[config.mk]
export PLATFORM = sky130hd
export DESIGN_NAME = kernel_job_sched
export DESIGN_NICKNAME = d
export VERILOG_FILES = /design/src/rtl/kernel_job_sched.sv
export SDC_FILE = /design/constraint.sdc
export NUM_CORES = 1
export LEC_CHECK = 0
export BUFFER_PORTS_ARGS = -buffer_cell sky130_fd_sc_hd__buf_4
export CAP_MARGIN = 20
export CORE_AREA = 2 2 332 334
export DETAILED_ROUTE_END_ITERATION = 6
export DIE_AREA = 0 0 334 336
export MAX_ROUTING_LAYER = met4
export PLACE_DENSITY_LB_ADDON = 0.12
export SKIP_CTS_REPAIR_TIMING = 1
export SYNTH_ARGS = -nofsm -noshare
export SYNTH_HDL_FRONTEND = slang
export SYNTH_SLANG_ARGS = --single-unit
[constraint.sdc]
create_clock -name i_clock -period 8.7 [get_ports i_clock]
set_clock_uncertainty 0.1 [all_clocks]
set_input_delay 0.435 -clock i_clock [delete_from_list [all_inputs] [get_ports i_clock]]
set_output_delay 0.435 -clock i_clock [all_outputs]
set_load 0.03 [all_outputs]
[src/rtl/kernel_job_sched.sv]
// -----------------------------------------------------------------------------
// kernel_job_sched
//
// Job scheduler for a single vector_add kernel instance. Job descriptors are
// queued in a small FIFO. They are launched one at a time through the kernel
// start/done handshake, and each completion is returned as a result record.
//
// Optional feature: define KSCHED_TIMEOUT_EN to enable the RUN watchdog. When
// a launch has run for TIMEOUT_CYC cycles without k_done, the kernel is
// aborted with a one-cycle soft-reset pulse and a timeout record is produced.
// Without the macro there is no counter, and k_soft_reset / res_status read 0.
//
// Parameters
//   JOB_DEPTH    job FIFO entries (power of 2, >= 2)
//   TAG_W        width of the per-launch sequence tag
//   TIMEOUT_CYC  watchdog limit in RUN cycles (KSCHED_TIMEOUT_EN only)
//
// Ports
//   i_clock, i_reset     clock; synchronous active-high reset
//   i_job_valid/o_job_ready/i_job_bits
//                        descriptor push {pargs,pdata,pres,args_len,data_len}
//   o_k_start, i_k_done, i_k_ap_return
//                        kernel launch handshake and return value
//   o_k_pargs .. o_k_data_len
//                        kernel arguments, held stable for the whole run
//   o_k_soft_reset       one-cycle kernel abort pulse (timeout only)
//   o_res_valid/i_res_ready/o_res_return/o_res_tag/o_res_status
//                        completion record handshake
//   o_busy               scheduler active or jobs queued
//   o_jobs_done          count of consumed completion records (wraps)
// -----------------------------------------------------------------------------
module kernel_job_sched #(
   parameter int JOB_DEPTH   = 4,
   parameter int TAG_W       = 8,
   parameter int TIMEOUT_CYC = 4096
) (
   input  logic             i_clock,
   input  logic             i_reset,
   input  logic             i_job_valid,
   output logic             o_job_ready,
   input  logic [255:0]     i_job_bits,
   output logic             o_k_start,
   input  logic             i_k_done,
   input  logic [31:0]      i_k_ap_return,
   output logic [63:0]      o_k_pargs,
   output logic [63:0]      o_k_pdata,
   output logic [63:0]      o_k_pres,
   output logic [31:0]      o_k_args_len,
   output logic [31:0]      o_k_data_len,
   output logic             o_k_soft_reset,
   output logic             o_res_valid,
   input  logic             i_res_ready,
   output logic [31:0]      o_res_return,
   output logic [TAG_W-1:0] o_res_tag,
   output logic             o_res_status,
   output logic             o_busy,
   output logic [15:0]      o_jobs_done
);

   localparam int PTR_W = $clog2(JOB_DEPTH);
   localparam int CNT_W = PTR_W + 1;

   typedef enum logic [1:0] {
      S_IDLE   = 2'd0,
      S_RUN    = 2'd1,
      S_REPORT = 2'd2
   } state_t;

   // ---------------------------------------------------------------------------
   // Job FIFO
   // ---------------------------------------------------------------------------
   logic [255:0]     r_mem [JOB_DEPTH];
   logic [PTR_W-1:0] r_wr_ptr;
   logic [PTR_W-1:0] r_rd_ptr;
   logic [CNT_W-1:0] r_count;

   logic             w_full;
   logic             w_empty;
   logic             w_push;
   logic             w_pop;
   logic [255:0]     w_head;

   state_t           r_state;

   assign w_full  = (r_count == CNT_W'(JOB_DEPTH));
   assign w_empty = (r_count == '0);
   assign w_push  = i_job_valid && !w_full;
   // The head is only consumed when the FSM launches from IDLE. A job pushed
   // into an empty FIFO is therefore first visible one edge after acceptance.
   assign w_pop   = (r_state == S_IDLE) && !w_empty;
   assign w_head  = r_mem[r_rd_ptr];

   // Payload storage carries no reset; validity is tracked by r_count.
   always_ff @(posedge i_clock) begin
      if (w_push) begin
         r_mem[r_wr_ptr] <= i_job_bits;
      end
   end

   always_ff @(posedge i_clock) begin
      if (i_reset) begin
         r_wr_ptr <= '0;
         r_rd_ptr <= '0;
         r_count  <= '0;
      end else begin
         if (w_push) begin
            r_wr_ptr <= r_wr_ptr + PTR_W'(1);
         end
         if (w_pop) begin
            r_rd_ptr <= r_rd_ptr + PTR_W'(1);
         end
         r_count <= r_count + CNT_W'(w_push) - CNT_W'(w_pop);
      end
   end

   // ---------------------------------------------------------------------------
   // Launch / completion FSM (all outputs registered)
   // ---------------------------------------------------------------------------
   logic             r_k_start;
   logic [63:0]      r_k_pargs;
   logic [63:0]      r_k_pdata;
   logic [63:0]      r_k_pres;
   logic [31:0]      r_k_args_len;
   logic [31:0]      r_k_data_len;
   logic             r_res_valid;
   logic [31:0]      r_res_return;
   logic [TAG_W-1:0] r_res_tag;
   logic [TAG_W-1:0] r_tag;
   logic [15:0]      r_jobs_done;
`ifdef KSCHED_TIMEOUT_EN
   logic [31:0]      r_run_cnt;
   logic             r_k_soft_reset;
   logic             r_res_status;
`endif

   always_ff @(posedge i_clock) begin
      if (i_reset) begin
         r_state      <= S_IDLE;
         r_k_start    <= 1'b0;
         r_k_pargs    <= '0;
         r_k_pdata    <= '0;
         r_k_pres     <= '0;
         r_k_args_len <= '0;
         r_k_data_len <= '0;
         r_res_valid  <= 1'b0;
         r_res_return <= '0;
         r_res_tag    <= '0;
         r_tag        <= '0;
         r_jobs_done  <= '0;
`ifdef KSCHED_TIMEOUT_EN
         r_run_cnt      <= '0;
         r_k_soft_reset <= 1'b0;
         r_res_status   <= 1'b0;
`endif
      end else begin
`ifdef KSCHED_TIMEOUT_EN
         // Abort pulse lasts exactly one cycle.
         r_k_soft_reset <= 1'b0;
`endif
         case (r_state)
            S_IDLE: begin
               if (!w_empty) begin
                  r_k_pargs    <= w_head[255:192];
                  r_k_pdata    <= w_head[191:128];
                  r_k_pres     <= w_head[127:64];
                  r_k_args_len <= w_head[63:32];
                  r_k_data_len <= w_head[31:0];
                  r_k_start    <= 1'b1;
                  r_state      <= S_RUN;
`ifdef KSCHED_TIMEOUT_EN
                  r_run_cnt    <= '0;
`endif
               end
            end

            S_RUN: begin
               // A completion on the expiry edge takes priority over timeout.
               if (i_k_done) begin
                  r_res_return <= i_k_ap_return;
                  r_res_tag    <= r_tag;
                  r_tag        <= r_tag + TAG_W'(1);
                  r_k_start    <= 1'b0;
                  r_res_valid  <= 1'b1;
                  r_state      <= S_REPORT;
`ifdef KSCHED_TIMEOUT_EN
                  r_res_status <= 1'b0;
`endif
               end
`ifdef KSCHED_TIMEOUT_EN
               // r_run_cnt holds completed RUN cycles minus one here, so the
               // abort fires on the TIMEOUT_CYC-th RUN edge.
               else if (r_run_cnt == 32'(TIMEOUT_CYC - 1)) begin
                  r_res_return   <= '0;
                  r_res_tag      <= r_tag;
                  r_tag          <= r_tag + TAG_W'(1);
                  r_k_start      <= 1'b0;
                  r_k_soft_reset <= 1'b1;
                  r_res_status   <= 1'b1;
                  r_res_valid    <= 1'b1;
                  r_state        <= S_REPORT;
               end else begin
                  r_run_cnt <= r_run_cnt + 32'd1;
               end
`endif
            end

            S_REPORT: begin
               // Only one record may be outstanding; launches wait for IDLE.
               if (i_res_ready) begin
                  r_res_valid <= 1'b0;
                  r_jobs_done <= r_jobs_done + 16'd1;
                  r_state     <= S_IDLE;
               end
            end

            default: begin
               r_state <= S_IDLE;
            end
         endcase
      end
   end

   // ---------------------------------------------------------------------------
   // Output mapping
   // ---------------------------------------------------------------------------
   assign o_job_ready  = !w_full;
   assign o_busy       = (r_state != S_IDLE) || !w_empty;
   assign o_k_start    = r_k_start;
   assign o_k_pargs    = r_k_pargs;
   assign o_k_pdata    = r_k_pdata;
   assign o_k_pres     = r_k_pres;
   assign o_k_args_len = r_k_args_len;
   assign o_k_data_len = r_k_data_len;
   assign o_res_valid  = r_res_valid;
   assign o_res_return = r_res_return;
   assign o_res_tag    = r_res_tag;
   assign o_jobs_done  = r_jobs_done;
`ifdef KSCHED_TIMEOUT_EN
   assign o_k_soft_reset = r_k_soft_reset;
   assign o_res_status   = r_res_status;
`else
   assign o_k_soft_reset = 1'b0;
   assign o_res_status   = 1'b0;
`endif

endmodule

==> impl_metrics.toml, run 1 <==
[outcome]
outcome = "complete, no violations"

[synthesis]
postSynthAreaPerCell_sq_um = 17.2
synth_warnings = 0
synth_enable_flop_cells = 1024
ys_seq_elements = 1355
yosys.area.top_type_share_pct = 63.4
synth_cell_types = 42
ys_top_cells_by_area = "edfxtp_1 63%, dfxtp_1 14%, mux4_2 12%"
synth_sequential_area_ratio_pct = 77.0
synthCells = 2813
mappedNetlistArea_sq_um = 48500
synth_async_sr_flop_share_pct = 0
synth_ff_type = "edfxtp_1"
netlist.top_cell.by_area = "edfxtp_1"

[layout]
layoutNonFillerInstCount = 5284
final_layout_size_suffix_gt1_share_pct = 28.8
layout_commonest_cell = "edfxtp_1"
postLayoutCoreUtil_pct = 57.1
areaGrowthSynthToFinish_pct = 27.6
layout_common_cells = "1024 x edfxtp_1, 632 x buf_4, 602 x nand2_1, 329 x dfxtp_1, 307 x a21oi_1"
nFillCells = 8490
nets = 4021

[global_routing]
initial_antenna_violation_count = 30
grt_util_all_layers_pct = 21.1
global_route_wire_length_before_repair_microns = 170000
grt_start_max_net_pins = 151
first_global_vias = 26820
grt_overflow = 0

[timing]
finalMaxSlewViolations = 0
setup-violations-final = 0
achievable-frequency_mhz = 260
fin_crit_ns = 3.84
setup_slack_ns = 4.86
hold_violations = 0
period_share_pct = 44.1
tightest_slew_ns = 1.23
worst_slew_margin_rel_pct = 17.9
final.setup.tns_ns = 0
grt_setup_unrepaired = "no"

[run]
drv.max_cap_violation_count = 0

[critical_path]
worst-setup-path-type = "reg -> reg"
critical_path.max_fanout = 62
cp-startpoint = "r_count[1]"
worst_setup_path_start_kind = "flip-flop"
timing.critical_path.slowest_cell_delay_ns = 0.87
worstRegToRegCells = 5
critPathSlowestCell = "buf_4"
regToRegEndpoint = "r_mem[3][28]"
critPathArrivalTime_ns = 4.07
cp_data_required_time_ns = 8.93
critPathBufInv = 2
crit_family = "buffers and inverters"
crit_path_frequent_cell = "buf_4"
worst-r2r-setup-slack_ns = 4.86
setup.worst_path.end_class = "flip-flop"
cp_cell_sequence = "nor2_1 -> a21boi_1 -> and2_4 -> buf_4 -> buf_4"
rr_startpoint = "r_count[1]"

[hold_path]
hold_path_depth = 2
timing.hold.worst_endpoint = "r_count[1]"
hold_path_startpoint = "i_reset"
worstHoldPathType = "in -> reg"

[detailed_routing]
finalWirelength_microns = 118000
first_pass_iters = 5
route.detailed.wl_per_inst_microns = 22.4
via_count = 27554
top_signal_layer_used = "met4"
wl_met2_microns = 58800
detail_route.vias_per_cell = 5.21
met3WireLength_microns = 9240
initialDrtViolationCount = 1932
wirelength_met1_microns = 47000
route.detailed.drc = 0
drt.antenna.violating_nets = 0

[floorplan]
floorplan.die.width_microns = 334
die_extent_in_y_microns = 336
initial_utilization_pct = 44.8
design.die.area_sq_um = 112000
top_level_ports = 611
placementRows = 121
coreArea_sq_um = 108000

[clocking]
ctsRootBufferMaster = "clkbuf_16"
cts.clk_slew.worst_paths_ns = 0.06
tritoncts_clock_tree = "done"
clock-sinks = 1355
worst_skew_pair.late_latency_ns = 0.73
total_cts_buffers = 142
cts.path.max_buffers = 3
clock_tree.htree_level_count = 4

[place]
dpl_worst_slack_ns = 4.82
port_buffers = 608
routabilityCongestion = 0.782
place_inst = 4700
dpl.hpwl_microns = 68400

[power]
vdd_drop_max_v = 0.000291
total_leakage_power_nw = 21.6
cellPowerDensity_nw_per_um2 = 317
fin_total_pwr_mw = 19.6
==> per-stage QoR <==
stage | hold slack, ns | area, sq um
after floorplan | 0.344 | 48500
final | 0.0184 | 61900
after CTS | -0.273 | 58900
after detailed placement | 0.348 | 54500
after global routing | 0.0335 | 61900
after global placement | 0.343 | 54500
==> power breakdown <==
group	switching, mW	internal [mW]	leakage, nW
combinational	3.35	2.01	7.30
sequential	0.470	8.03	12.1
clock	2.39	3.35	2.19
total	6.21	13.4	21.6
==> registers in the layout, summed over array words and instances, names as in the netlist <==
name and cells:
o_k_pargs 64, o_k_pdata 64, r_tag 8, o_res_return 32
o_k_args_len 32, r_mem 1024, o_res_valid 1, r_wr_ptr 2
o_res_tag 8, o_jobs_done 16, r_count 3, o_k_pres 64
r_state 2, r_rd_ptr 2, o_k_data_len 32, o_k_start 1
==> final cells by class <==
| cell class | count | area [sq um] | share of cell area [%] |
|---|---|---|---|
| diodes | 32 | 80.1 | 0.129 |
| clock inverters | 48 | 313 | 0.505 |
| multi-input cells | 1285 | 10400 | 16.8 |
| flip-flops and latches | 1355 | 37400 | 60.4 |
| repair buffers | 929 | 7780 | 12.6 |
| inverters | 7 | 26.3 | 0.0424 |
| well taps | 1414 | 1770 | 2.86 |
| clock buffers | 214 | 4150 | 6.71 |
==> kinds of logic after synthesis <==
logic type               count (synthesis)  synth area share [%]
XOR/XNOR                                21                 0.379
buffers and inverters                  174                  1.60
AND/OR/NAND/NOR                        680                  5.54
multiplexers                           259                  11.9
adder cells (fa/ha/maj)                  8                 0.222
AO/OA/AOI/OAI                          315                  3.27
other                                    1               0.00773
flip-flops                            1355                  77.0
==> synth_stat cells, types with 3 or more instances <==
cell	count
buf_4	5
nand2_1	603
mux4_2	256
and3_1	3
nand3_1	6
o21ai_0	4
buf_1	20
clkbuf_1	77
nor3_1	6
or3_1	6
nor2_1	33
xnor2_1	12
ha_1	7
xor2_1	9
nand4_1	6
a21oi_1	307
inv_1	7
edfxtp_1	1024
dfxtp_1	331
buf_2	62
and2_1	4
==> layer usage <==
layer / vias up / global-route usage [%]
met2: 797 / 33.5
met3: 201 / 7.66
met4: 0 / 7.48
li1: 12498 / -
met1: 14058 / 24.8
met5: - / -
==> worst max-delay path by stage <==
stage	endpoint	slack [ns]	depth (start not counted)
after floorplan	r_mem[1][0]	1.17	3
after global placement	r_mem[3][7]	4.84	5
after detailed placement	r_mem[3][10]	4.82	5
after CTS	r_mem[3][6]	4.80	5
after global routing	r_mem[3][249]	4.63	5
final	r_mem[3][28]	4.86	5
No activity file was read; power rests on OpenSTA's default activity.
==> run 2, diff against run 1 <==
==> constraint.sdc (replaced) <==
create_clock -name i_clock -period 3.6 [get_ports i_clock]
set_clock_uncertainty 0.1 [all_clocks]
set_input_delay 0.18 -clock i_clock [delete_from_list [all_inputs] [get_ports i_clock]]
set_output_delay 0.18 -clock i_clock [all_outputs]
set_load 0.03 [all_outputs]
==> run 2 against run 1 <==
Clock power up 150%. Register-to-register slack worse by 4.0 ns. Die area unchanged. Routed wire length up 1.0%. Via count up 0.54%. Core utilization up 0.75 points. Power up 140%. Critical path type unchanged. Largest cell class unchanged. Highest routed layer unchanged.
==> impl_metrics.toml, run 2 (synthesis results as in run 1) <==
[outcome]
outcome = "complete, no violations"

[detailed_routing]
initialDrtViolationCount = 1719
first_pass_iters = 7
via_count = 27704
detail_route.vias_per_cell = 5.21
drt.antenna.violating_nets = 0
finalWirelength_microns = 119000
route.detailed.drc = 0
route.detailed.wl_per_inst_microns = 22.4

[critical_path]
rr_startpoint = "r_count[1]"
critical_path.max_fanout = 37
worstRegToRegCells = 4
worst-setup-path-type = "reg -> reg"
cp_data_required_time_ns = 3.90
worst-r2r-setup-slack_ns = 0.85
setup.worst_path.end_class = "flip-flop"
critPathArrivalTime_ns = 3.05
cp_cell_sequence = "nor2_1 -> a21boi_1 -> and2_4 -> buf_4"
worst_setup_path_start_kind = "flip-flop"
timing.critical_path.slowest_cell_delay_ns = 0.79
regToRegEndpoint = "r_mem[3][194]"
critPathSlowestCell = "and2_4"

[clocking]
total_cts_buffers = 141
tritoncts_clock_tree = "done"
clock_tree.htree_level_count = 4
cts.clk_slew.worst_paths_ns = 0.06
worst_skew_pair.late_latency_ns = 0.74
cts.path.max_buffers = 3
clock-sinks = 1355
ctsRootBufferMaster = "clkbuf_16"

[timing]
fin_crit_ns = 2.75
period_share_pct = 76.3
setup_slack_ns = 0.855
setup-violations-final = 0
hold_violations = 0
finalMaxSlewViolations = 0
achievable-frequency_mhz = 364
grt_setup_unrepaired = "no"
tightest_slew_ns = 0.949
worst_slew_margin_rel_pct = 36.7

[layout]
areaGrowthSynthToFinish_pct = 29.3
largest_register_ff_count = 1024
largest-register = "r_mem"
final_layout_size_suffix_gt1_share_pct = 29.8
layout_commonest_cell = "edfxtp_1"
nets = 4067
nFillCells = 8389
layout_common_cells = "1024 x edfxtp_1, 642 x buf_4, 602 x nand2_1, 329 x dfxtp_1, 307 x a21oi_1"

[run]
drv.max_cap_violation_count = 0

[place]
routabilityCongestion = 0.817
dpl_worst_slack_ns = 0.834
dpl.hpwl_microns = 73300
port_buffers = 608

[floorplan]
coreArea_sq_um = 108000
top_level_ports = 611
floorplan.die.width_microns = 334
initial_utilization_pct = 44.8
design.die.area_sq_um = 112000
die_extent_in_y_microns = 336
placementRows = 121

[power]
total_leakage_power_nw = 22.0
proportion_of_total_power_due_to_net_switching_pct = 31.5
vdd_drop_max_v = 0.000714
p_seq_share_pct = 42.9
fin_total_pwr_mw = 47.9
cellPowerDensity_nw_per_um2 = 764
power_switching_mw = 15.1
internal_power_mw = 32.8
power_frac_clock_pct = 29.5
power.combinational.fraction_pct = 27.6

[hold_path]
hold_path_depth = 2
timing.hold.worst_endpoint = "r_mem[2][220]"
hold_path_startpoint = "i_job_bits[220]"
worstHoldPathType = "in -> reg"

[global_routing]
grt_start_max_net_pins = 144
grt_util_all_layers_pct = 21.4
global_route_wire_length_before_repair_microns = 173000
grt_overflow = 0
first_global_vias = 27537
initial_antenna_violation_count = 21
[run 2: cell types whose count changed in the layout (fill, tap and decap cells not counted), sizes merged]
cell,delta
buf,+43
bufinv,+4
clkbuf,-10
clkinv,+2
clkinvlp,-1
diode,-9
dlygate4sd3,+4
inv,+2
[run 2: area by class of cell]
type | instances | area (sq um) | share of cell area, %
inverters | 7 | 26.3 | 0.0419
multi-input cells | 1285 | 10400 | 16.6
repair buffers | 976 | 8560 | 13.6
diodes | 23 | 57.6 | 0.0918
clock buffers | 204 | 4070 | 6.50
clock inverters | 55 | 455 | 0.726
flip-flops and latches | 1355 | 37400 | 59.6
well taps | 1414 | 1770 | 2.82
[run 2: routing by layer]
layer	wire (microns)	GRT usage [%]	vias to the layer above
met5	0	-	-
met4	2700	6.57	0
met3	8450	6.95	185
met2	59500	34.5	741
met1	48700	25.7	14214
li1	-	-	12564
[run 2: how the worst max path moves through the flow]
| stage | end | start | slack, ns |
|---|---|---|---|
| 6_report | r_mem[3][194] | r_count[1] | 0.85 |
| 3_5_place_dp | r_mem[3][207] | r_count[1] | 0.83 |
| 4_1_cts | r_mem[3][194] | r_count[1] | 0.81 |
| 5_1_grt | r_mem[3][194] | r_count[1] | 0.69 |
| 3_3_place_gp | r_mem[3][210] | r_count[1] | 0.88 |
| 2_1_floorplan | r_mem[0][0] | r_count[1] | -1.09 |
[run 2: power by group through the flow]
stage / logic [mW] / registers, mW / clock network, mW
floorplan: 6.13 / 22.9 / 0
global placement: 13.1 / 20.8 / 0
detailed placement: 13.2 / 20.9 / 0
CTS: 13.2 / 20.6 / 14.4
global route: 14.2 / 20.8 / 15.1
finish: 13.2 / 20.5 / 14.1
[run 2: critical path, delay by kind of cell (launching register included)]
| kind | cells | cell delay, ns |
|---|---|---|
| AOI/OAI and AO/OA | 1 | 0.57 |
| and+or+nand+nor | 2 | 0.89 |
| DFF | 1 | 0.44 |
| buffers and inverters | 1 | 0.38 |
[run 2: through the flow]
stage / hold WS (ns) / area (sq um) / TNS, ns / std cells / util (%)
final: 0.0817 / 62700 / 0 / 5319 / 57.9
after global routing: 0.0591 / 62700 / 0 / 5317 / 57.9
after CTS: -0.521 / 59700 / 0 / 5002 / 55.1
after detailed placement: 0.284 / 55200 / 0 / 4743 / 50.9
after global placement: 0.279 / 55200 / 0 / 4743 / 50.9
after floorplan: 0.179 / 48500 / -1117.73 / 2814 / -
